--- src/rtl/booth_pkg.sv ---
// Shared types and arithmetic helper for the Booth product accumulator.
package booth_pkg;

  localparam int unsigned ProdWDef = 8;
  // Internal width of the helper adder; wide enough for any supported ACC_W.
  localparam int unsigned AddW = 64;

  typedef enum logic [0:0] {
    Accum,
    Hold
  } state_e;

  typedef struct packed {
    logic signed [AddW-1:0] sum;
    logic                   ovf;
  } add_res_t;

  // Adds two sign-extended operands and flags a result outside the signed w-bit range.
  // With sat_en the sum clamps to the w-bit limits; otherwise the caller keeps the low w bits.
  function automatic add_res_t sat_add(input logic signed [AddW-1:0] a,
                                       input logic signed [AddW-1:0] b,
                                       input int unsigned            w,
                                       input logic                   sat_en);
    add_res_t               res;
    logic signed [AddW-1:0] s;
    logic signed [AddW-1:0] hi;
    logic signed [AddW-1:0] lo;
    s       = a + b;
    hi      = $signed((AddW'(1) << (w - 1)) - AddW'(1));
    lo      = ~hi;
    res.ovf = (s > hi) || (s < lo);
    res.sum = s;
    if (sat_en && res.ovf) begin
      res.sum = s[AddW-1] ? lo : hi;
    end
    return res;
  endfunction

endpackage

--- src/rtl/booth_mac_accum_if.sv ---
// Product-in / frame-sum-out handshake bundle for booth_mac_accum.
interface booth_mac_accum_if #(
  parameter int unsigned PROD_W = 8,
  parameter int unsigned ACC_W  = 16,
  parameter int unsigned LEN    = 4
);
  localparam int unsigned CntW = $clog2(LEN + 1);

  logic                     in_valid;
  logic                     in_ready;
  logic signed [PROD_W-1:0] in_product;
  logic                     in_last;
  logic                     out_valid;
  logic                     out_ready;
  logic signed [ACC_W-1:0]  out_acc;
  logic [CntW-1:0]          out_count;
  logic                     out_ovf;

  modport master (
    output in_valid, in_product, in_last, out_ready,
    input  in_ready, out_valid, out_acc, out_count, out_ovf
  );

  modport slave (
    input  in_valid, in_product, in_last, out_ready,
    output in_ready, out_valid, out_acc, out_count, out_ovf
  );
endinterface

--- src/rtl/booth_acc_add.sv ---
// Combinational sign-extend / add / overflow datapath of the accumulator.
// Saturating arithmetic when BOOTH_MAC_SAT_EN is defined, wrap-around otherwise.
module booth_acc_add
  import booth_pkg::*;
#(
  parameter int unsigned PROD_W = ProdWDef,
  parameter int unsigned ACC_W  = 16
) (
  input  logic signed [ACC_W-1:0]  acc_i,
  input  logic signed [PROD_W-1:0] prod_i,
  output logic signed [ACC_W-1:0]  sum_o,
  output logic                     ovf_o
);

`ifdef BOOTH_MAC_SAT_EN
  localparam logic SatEn = 1'b1;
`else
  localparam logic SatEn = 1'b0;
`endif

  add_res_t res;
  logic     unused_hi;

  always_comb begin
    res = sat_add(AddW'(acc_i), AddW'(prod_i), ACC_W, SatEn);
  end

  assign sum_o     = res.sum[ACC_W-1:0];
  assign ovf_o     = res.ovf;
  assign unused_hi = ^res.sum[AddW-1:ACC_W];

endmodule

--- src/rtl/booth_mac_accum.sv ---
// Accumulates fixed-length (or in_last-terminated) frames of signed products into one sum.
// Optional BOOTH_MAC_SAT_EN selects saturating accumulation.
module booth_mac_accum
  import booth_pkg::*;
#(
  parameter int unsigned PROD_W = ProdWDef,
  parameter int unsigned ACC_W  = 16,
  parameter int unsigned LEN    = 4
) (
  input logic               clk,
  input logic               rst_n,
  input logic               clear,
  booth_mac_accum_if.slave  bus
);

  localparam int unsigned CntW = $clog2(LEN + 1);

  state_e                  state_q;
  logic signed [ACC_W-1:0] acc_q;
  logic [CntW-1:0]         cnt_q;
  logic                    ovf_q;
  logic                    in_ready_q;
  logic                    out_valid_q;
  logic signed [ACC_W-1:0] out_acc_q;
  logic [CntW-1:0]         out_count_q;
  logic                    out_ovf_q;

  logic signed [ACC_W-1:0] sum;
  logic                    beat_ovf;
  logic                    accept;
  logic                    frame_end;

  booth_acc_add #(
    .PROD_W (PROD_W),
    .ACC_W  (ACC_W)
  ) u_add (
    .acc_i  (acc_q),
    .prod_i (bus.in_product),
    .sum_o  (sum),
    .ovf_o  (beat_ovf)
  );

  assign accept    = bus.in_valid & in_ready_q;
  assign frame_end = accept & ((cnt_q == CntW'(LEN - 1)) | bus.in_last);

  always_ff @(posedge clk or negedge rst_n) begin
    if (!rst_n) begin
      state_q     <= Accum;
      acc_q       <= '0;
      cnt_q       <= '0;
      ovf_q       <= 1'b0;
      in_ready_q  <= 1'b0;
      out_valid_q <= 1'b0;
      out_acc_q   <= '0;
      out_count_q <= '0;
      out_ovf_q   <= 1'b0;
    end else if (clear) begin
      // Result registers keep their last values; they are don't-care while out_valid is low.
      state_q     <= Accum;
      acc_q       <= '0;
      cnt_q       <= '0;
      ovf_q       <= 1'b0;
      in_ready_q  <= 1'b1;
      out_valid_q <= 1'b0;
    end else begin
      unique case (state_q)
        Accum: begin
          in_ready_q <= 1'b1;
          if (frame_end) begin
            out_acc_q   <= sum;
            out_count_q <= cnt_q + CntW'(1);
            out_ovf_q   <= ovf_q | beat_ovf;
            out_valid_q <= 1'b1;
            in_ready_q  <= 1'b0;
            acc_q       <= '0;
            cnt_q       <= '0;
            ovf_q       <= 1'b0;
            state_q     <= Hold;
          end else if (accept) begin
            acc_q <= sum;
            cnt_q <= cnt_q + CntW'(1);
            ovf_q <= ovf_q | beat_ovf;
          end
        end
        Hold: begin
          if (bus.out_ready) begin
            out_valid_q <= 1'b0;
            in_ready_q  <= 1'b1;
            state_q     <= Accum;
          end
        end
        default: state_q <= Accum;
      endcase
    end
  end

  assign bus.in_ready  = in_ready_q;
  assign bus.out_valid = out_valid_q;
  assign bus.out_acc   = out_acc_q;
  assign bus.out_count = out_count_q;
  assign bus.out_ovf   = out_ovf_q;

endmodule

--- src/flat_wrapper.sv ---
// flat-port wrapper written by rule: the top's interface ports become plain ports
module booth_mac_accum_flat import booth_pkg::*;
#(
  parameter int unsigned PROD_W = ProdWDef,
  parameter int unsigned ACC_W  = 16,
  parameter int unsigned LEN    = 4
)
  (clk, rst_n, clear, bus_in_valid, bus_in_product, bus_in_last, bus_out_ready, bus_in_ready, bus_out_valid, bus_out_acc, bus_out_count, bus_out_ovf);
  booth_mac_accum_if #(.PROD_W(PROD_W), .ACC_W(ACC_W), .LEN(LEN)) bus_i ();
  input logic clk;
  input logic rst_n;
  input logic clear;
  input wire logic [$bits(bus_i.in_valid)-1:0] bus_in_valid;
  input wire logic [$bits(bus_i.in_product)-1:0] bus_in_product;
  input wire logic [$bits(bus_i.in_last)-1:0] bus_in_last;
  input wire logic [$bits(bus_i.out_ready)-1:0] bus_out_ready;
  output wire logic [$bits(bus_i.in_ready)-1:0] bus_in_ready;
  output wire logic [$bits(bus_i.out_valid)-1:0] bus_out_valid;
  output wire logic [$bits(bus_i.out_acc)-1:0] bus_out_acc;
  output wire logic [$bits(bus_i.out_count)-1:0] bus_out_count;
  output wire logic [$bits(bus_i.out_ovf)-1:0] bus_out_ovf;
  assign bus_i.in_valid = bus_in_valid;
  assign bus_i.in_product = bus_in_product;
  assign bus_i.in_last = bus_in_last;
  assign bus_i.out_ready = bus_out_ready;
  assign bus_in_ready = bus_i.in_ready;
  assign bus_out_valid = bus_i.out_valid;
  assign bus_out_acc = bus_i.out_acc;
  assign bus_out_count = bus_i.out_count;
  assign bus_out_ovf = bus_i.out_ovf;
  booth_mac_accum #(.PROD_W(PROD_W), .ACC_W(ACC_W), .LEN(LEN)) u_core (.clk(clk), .rst_n(rst_n), .clear(clear), .bus(bus_i));
endmodule
--- config.mk ---
export PLATFORM = sky130hd
export DESIGN_NAME = booth_mac_accum_flat
export DESIGN_NICKNAME = d
export VERILOG_FILES = /design/src/rtl/booth_pkg.sv /design/src/rtl/booth_mac_accum_if.sv /design/src/rtl/booth_acc_add.sv /design/src/rtl/booth_mac_accum.sv /design/src/flat_wrapper.sv
export SDC_FILE = /design/constraint.sdc
export NUM_CORES = 1
export LEC_CHECK = 0
export BUFFER_PORTS_ARGS = -buffer_cell sky130_fd_sc_hd__buf_4
export CAP_MARGIN = 10
export CORE_AREA = 2 2 78 80
export DETAILED_ROUTE_END_ITERATION = 10
export DIE_AREA = 0 0 80 82
export PLACE_DENSITY = 0.62
export REMOVE_ABC_BUFFERS = 1
export SLEW_MARGIN = 20
export SYNTH_ARGS = -nofsm -noshare
export SYNTH_HDL_FRONTEND = slang
export SYNTH_HIERARCHICAL = 1
export SYNTH_SLANG_ARGS = --single-unit
--- constraint.sdc ---
create_clock -name clk -period 7.1 [get_ports clk]
set_clock_uncertainty 0.2 [all_clocks]
set_input_delay 1.065 -clock clk [delete_from_list [all_inputs] [get_ports clk]]
set_output_delay 1.065 -clock clk [all_outputs]
set_load 0.005 [all_outputs]
==> flow_metrics.env <==
export IMPL_finalCritPeriodShare_pct=46.0
export IMPL_multi_input_area_um2=1360
export IMPL_avgRoutedWirePerCell_um=14.0
export IMPL_hold_viol=0
export IMPL_r2r_slack_ns=4.29
export IMPL_finalPower_uw=685
export IMPL_crit_arrival_ns=3.26
export IMPL_crit_buf_inv=2
export IMPL_endpoint="u_core/bus.out_acc[14]$_DFFE_PN0P_"
export IMPL_clk_pin_slew_ns=0.08
export IMPL_drc=0
export IMPL_cts_setup_buffers=0
export IMPL_r2r_start="u_core/acc_q[0]$_DFFE_PN0P_"
export IMPL_start_util_pct=44.1
export IMPL_place_hpwl_um=3580
export IMPL_grt_ovfl_total=0
export IMPL_ctsRootBufferMaster="clkbuf_8"
export IMPL_max_clock_freq_mhz=306
export IMPL_antenna_found_initial=0
export IMPL_path_cells="buf_4 > ha_1 > inv_1 > fa_1 > nor2b_1 > o2111ai_1 > a21boi_0 > o21ai_1 > a311oi_1 > xor2_1 > mux2_2"
export IMPL_slowest_stage="fa_1"
export IMPL_ys_flop_type="dfrtp_1"
export IMPL_dp_cells=359
export IMPL_hold_class="register to register"
export IMPL_final_cells=366
export IMPL_ant_nets=0
export IMPL_status="completed"
export IMPL_cts_sinks=43
export IMPL_die_y_um=82
export IMPL_drive_above_1_share_pct=24.1
export IMPL_cts_tree="yes"
export IMPL_area_growth_pct=16.7
export IMPL_vdd_ir_drop_worst_uv=115
export IMPL_tightestPinTransition_ns=0.735
export IMPL_seq_area_um2=1080
export IMPL_synthArstFlopShare_pct=100
export IMPL_fin_nets=324
export IMPL_rsz0062_at_grt="no"
export IMPL_critical_path_top_delay_family="compound AO/OA/AOI/OAI gates"
export IMPL_tns_ns=0
export IMPL_nFillCells=557
export IMPL_die_w_um=80
export IMPL_cp_slowest_stage_delay_ns=0.41
export IMPL_critPathMaxFanout=3
export IMPL_yosysTopAreaCellShare_pct=42.5
export IMPL_vias=1930
export IMPL_dpl_instance_area_um2=2850
export IMPL_final_area_um2=2950
export IMPL_maxCapViolCount=0
export IMPL_slew_headroom_pct=50.7
export IMPL_first_iter_violations=83
export IMPL_r2r_end="u_core/bus.out_acc[14]$_DFFE_PN0P_"
export IMPL_period_minus_slack_ns=3.26
export IMPL_row_count=28
export IMPL_syn_area_per_cell_um2=9.89
export IMPL_grt_pass1_wl_um=8450
export IMPL_path_class="primary input to register"
export IMPL_leakage_nw=1.39
export IMPL_reg2reg_depth=10
export IMPL_critPathLaunchType="primary input"
export IMPL_grt_usage_pct=16.7
export IMPL_worstSkewPairLatency_ns=0.30
export IMPL_worst_ep_required_time_ns=7.09
export IMPL_firstDrtPassIters=4
export IMPL_clock_path_buffers=2
export IMPL_syn_area_um2=2530
export IMPL_holdBufCountCts=0
export IMPL_cp_depth=11
export IMPL_ys_seq_area_share_pct=42.5
export IMPL_die_area_um2=6560
export IMPL_place_congestion=0.779
export IMPL_syn_inst=256
export IMPL_ios=36
export IMPL_ys_ff_latch=43
export IMPL_ys_types=48
export IMPL_core_region_area_um2=5750
export IMPL_drt_total_wl_um=5110
export IMPL_synth_area_leaders="dfrtp_1 43%, ha_1 8.9%, mux2_2 7.1%"
export IMPL_io_buffers=35
export IMPL_cts_resized=0
export IMPL_synth_edf_count=0
export IMPL_cp_end_kind="register"
export IMPL_crit_path_start="bus_in_product[0]"
export IMPL_synth_top_area_cell="dfrtp_1"
export IMPL_antenna_cells=0
export IMPL_slew_violations=0
export IMPL_synth_warnings=6
export IMPL_grt_pass1_vias=1832
export IMPL_grt_max_degree=44
export IMPL_cts_inserted_buffers=5
export IMPL_powerDensity_nw_per_um2=232
export IMPL_setup_viol=0
export IMPL_viasPerCell=5.27
export IMPL_htree_levels=2
==> cell usage in the layout, fill, tap and decap left out, types with 2 or more instances in the layout <==
master / instances
xnor2_1: 7
mux2i_1: 2
a21oi_1: 12
o31ai_1: 2
o21ai_1: 2
buf_4: 38
xor2_1: 6
nor2_1: 14
a211o_1: 2
ha_1: 18
nor3_1: 5
inv_1: 10
mux2_2: 16
nor2b_1: 3
o21a_1: 3
a31o_2: 2
a21o_1: 4
nand2_1: 27
clkbuf_8: 5
nand2b_1: 2
nand3_1: 22
mux2_1: 2
dfrtp_1: 43
o21ai_0: 20
==> report_power, final <==
part	total (mW)	internal, mW	switching (mW)	leakage, nW
Sequential	0.308	0.287	0.0213	0.550
Combinational	0.191	0.106	0.0848	0.792
Clock	0.186	0.103	0.0828	0.0513
Total	0.685	0.496	0.189	1.39
==> Yosys cell counts, drive strengths merged (2+ instances only) <==
master,instances
a21oi,12
a211o,2
inv,10
o21ai,22
buf,5
a21o,4
nor2b,3
o31ai,2
mux2i,2
nor3,6
a31o,2
nand2,27
xnor2,7
ha,18
nor2,14
mux2,18
a21boi,2
clkbuf,5
xor2,6
o21a,3
o211ai,2
dfrtp,43
nand3,22
nand2b,2
==> registers in the layout, indices dropped and copies added (netlist names) <==
register and cells:
u_core/acc_q 16, u_core/bus.out_acc 16, u_core/bus.out_count 3, u_core/cnt_q 3
u_core/bus.in_ready 1, u_core/bus.out_ovf 1, u_core/bus.out_valid 1, u_core/ovf_q 1
u_core/state_q 1
==> per-layer routing <==
metal / global-route usage [%] / vias up / wire [um]
met4: 6.10 / 0 / 80
li1: - / 974 / -
met1: 21.0 / 917 / 2310
met3: 3.30 / 7 / 187
met5: 0 / - / 0
met2: 28.7 / 32 / 2530
==> stage by stage <==
step	util, %	hold WS (ns)	setup slack, ns
6_report	51.4	0.291	3.84
5_1_grt	51.4	0.311	3.65
4_1_cts	51.4	0.300	3.85
3_5_place_dp	49.6	0.279	3.52
3_3_place_gp	49.6	0.273	3.51
2_1_floorplan	-	0.283	3.79
==> worst min-delay path by stage <==
stage                                            start                                  to  cells after the start
finish              u_core/bus.out_acc[15]$_DFFE_PN0P_  u_core/bus.out_acc[15]$_DFFE_PN0P_                      1
global route        u_core/bus.out_acc[15]$_DFFE_PN0P_  u_core/bus.out_acc[15]$_DFFE_PN0P_                      1
CTS                 u_core/bus.out_acc[15]$_DFFE_PN0P_  u_core/bus.out_acc[15]$_DFFE_PN0P_                      1
detailed placement  u_core/bus.out_acc[15]$_DFFE_PN0P_  u_core/bus.out_acc[15]$_DFFE_PN0P_                      1
global placement    u_core/bus.out_acc[15]$_DFFE_PN0P_  u_core/bus.out_acc[15]$_DFFE_PN0P_                      1
floorplan           u_core/bus.out_acc[10]$_DFFE_PN0P_  u_core/bus.out_acc[10]$_DFFE_PN0P_                      1
==> layout make-up <==
cell class | instances | share of cell area, %
repair buffers | 38 | 9.66
clock buffers | 6 | 2.46
inverters | 11 | 1.40
flip-flops and latches | 43 | 36.4
multi-input cells | 192 | 45.9
clock inverters | 1 | 1.02
well taps | 75 | 3.18
==> worst register-to-register path, cell delays in order, from the launching register on <==
cell	delay [ns]
dfrtp_1	0.36
ha_1	0.17
inv_1	0.05
fa_1	0.41
nor2b_1	0.17
o2111ai_1	0.17
a21boi_0	0.29
o21ai_1	0.13
a311oi_1	0.33
xor2_1	0.13
mux2_2	0.27
==> kinds of logic (layout without fill, tap and decap cells) <==
kind of cell	count (synthesis)	after routing	share of synthesized area, %
simple gates	82	82	15.8
xor+xnor	13	13	4.50
flops	43	43	42.5
fa+ha+maj	19	19	9.69
buf+inv	21	56	3.95
compound gates	58	58	14.8
mux	20	20	8.80
No activity file was read; power rests on OpenSTA's default activity.
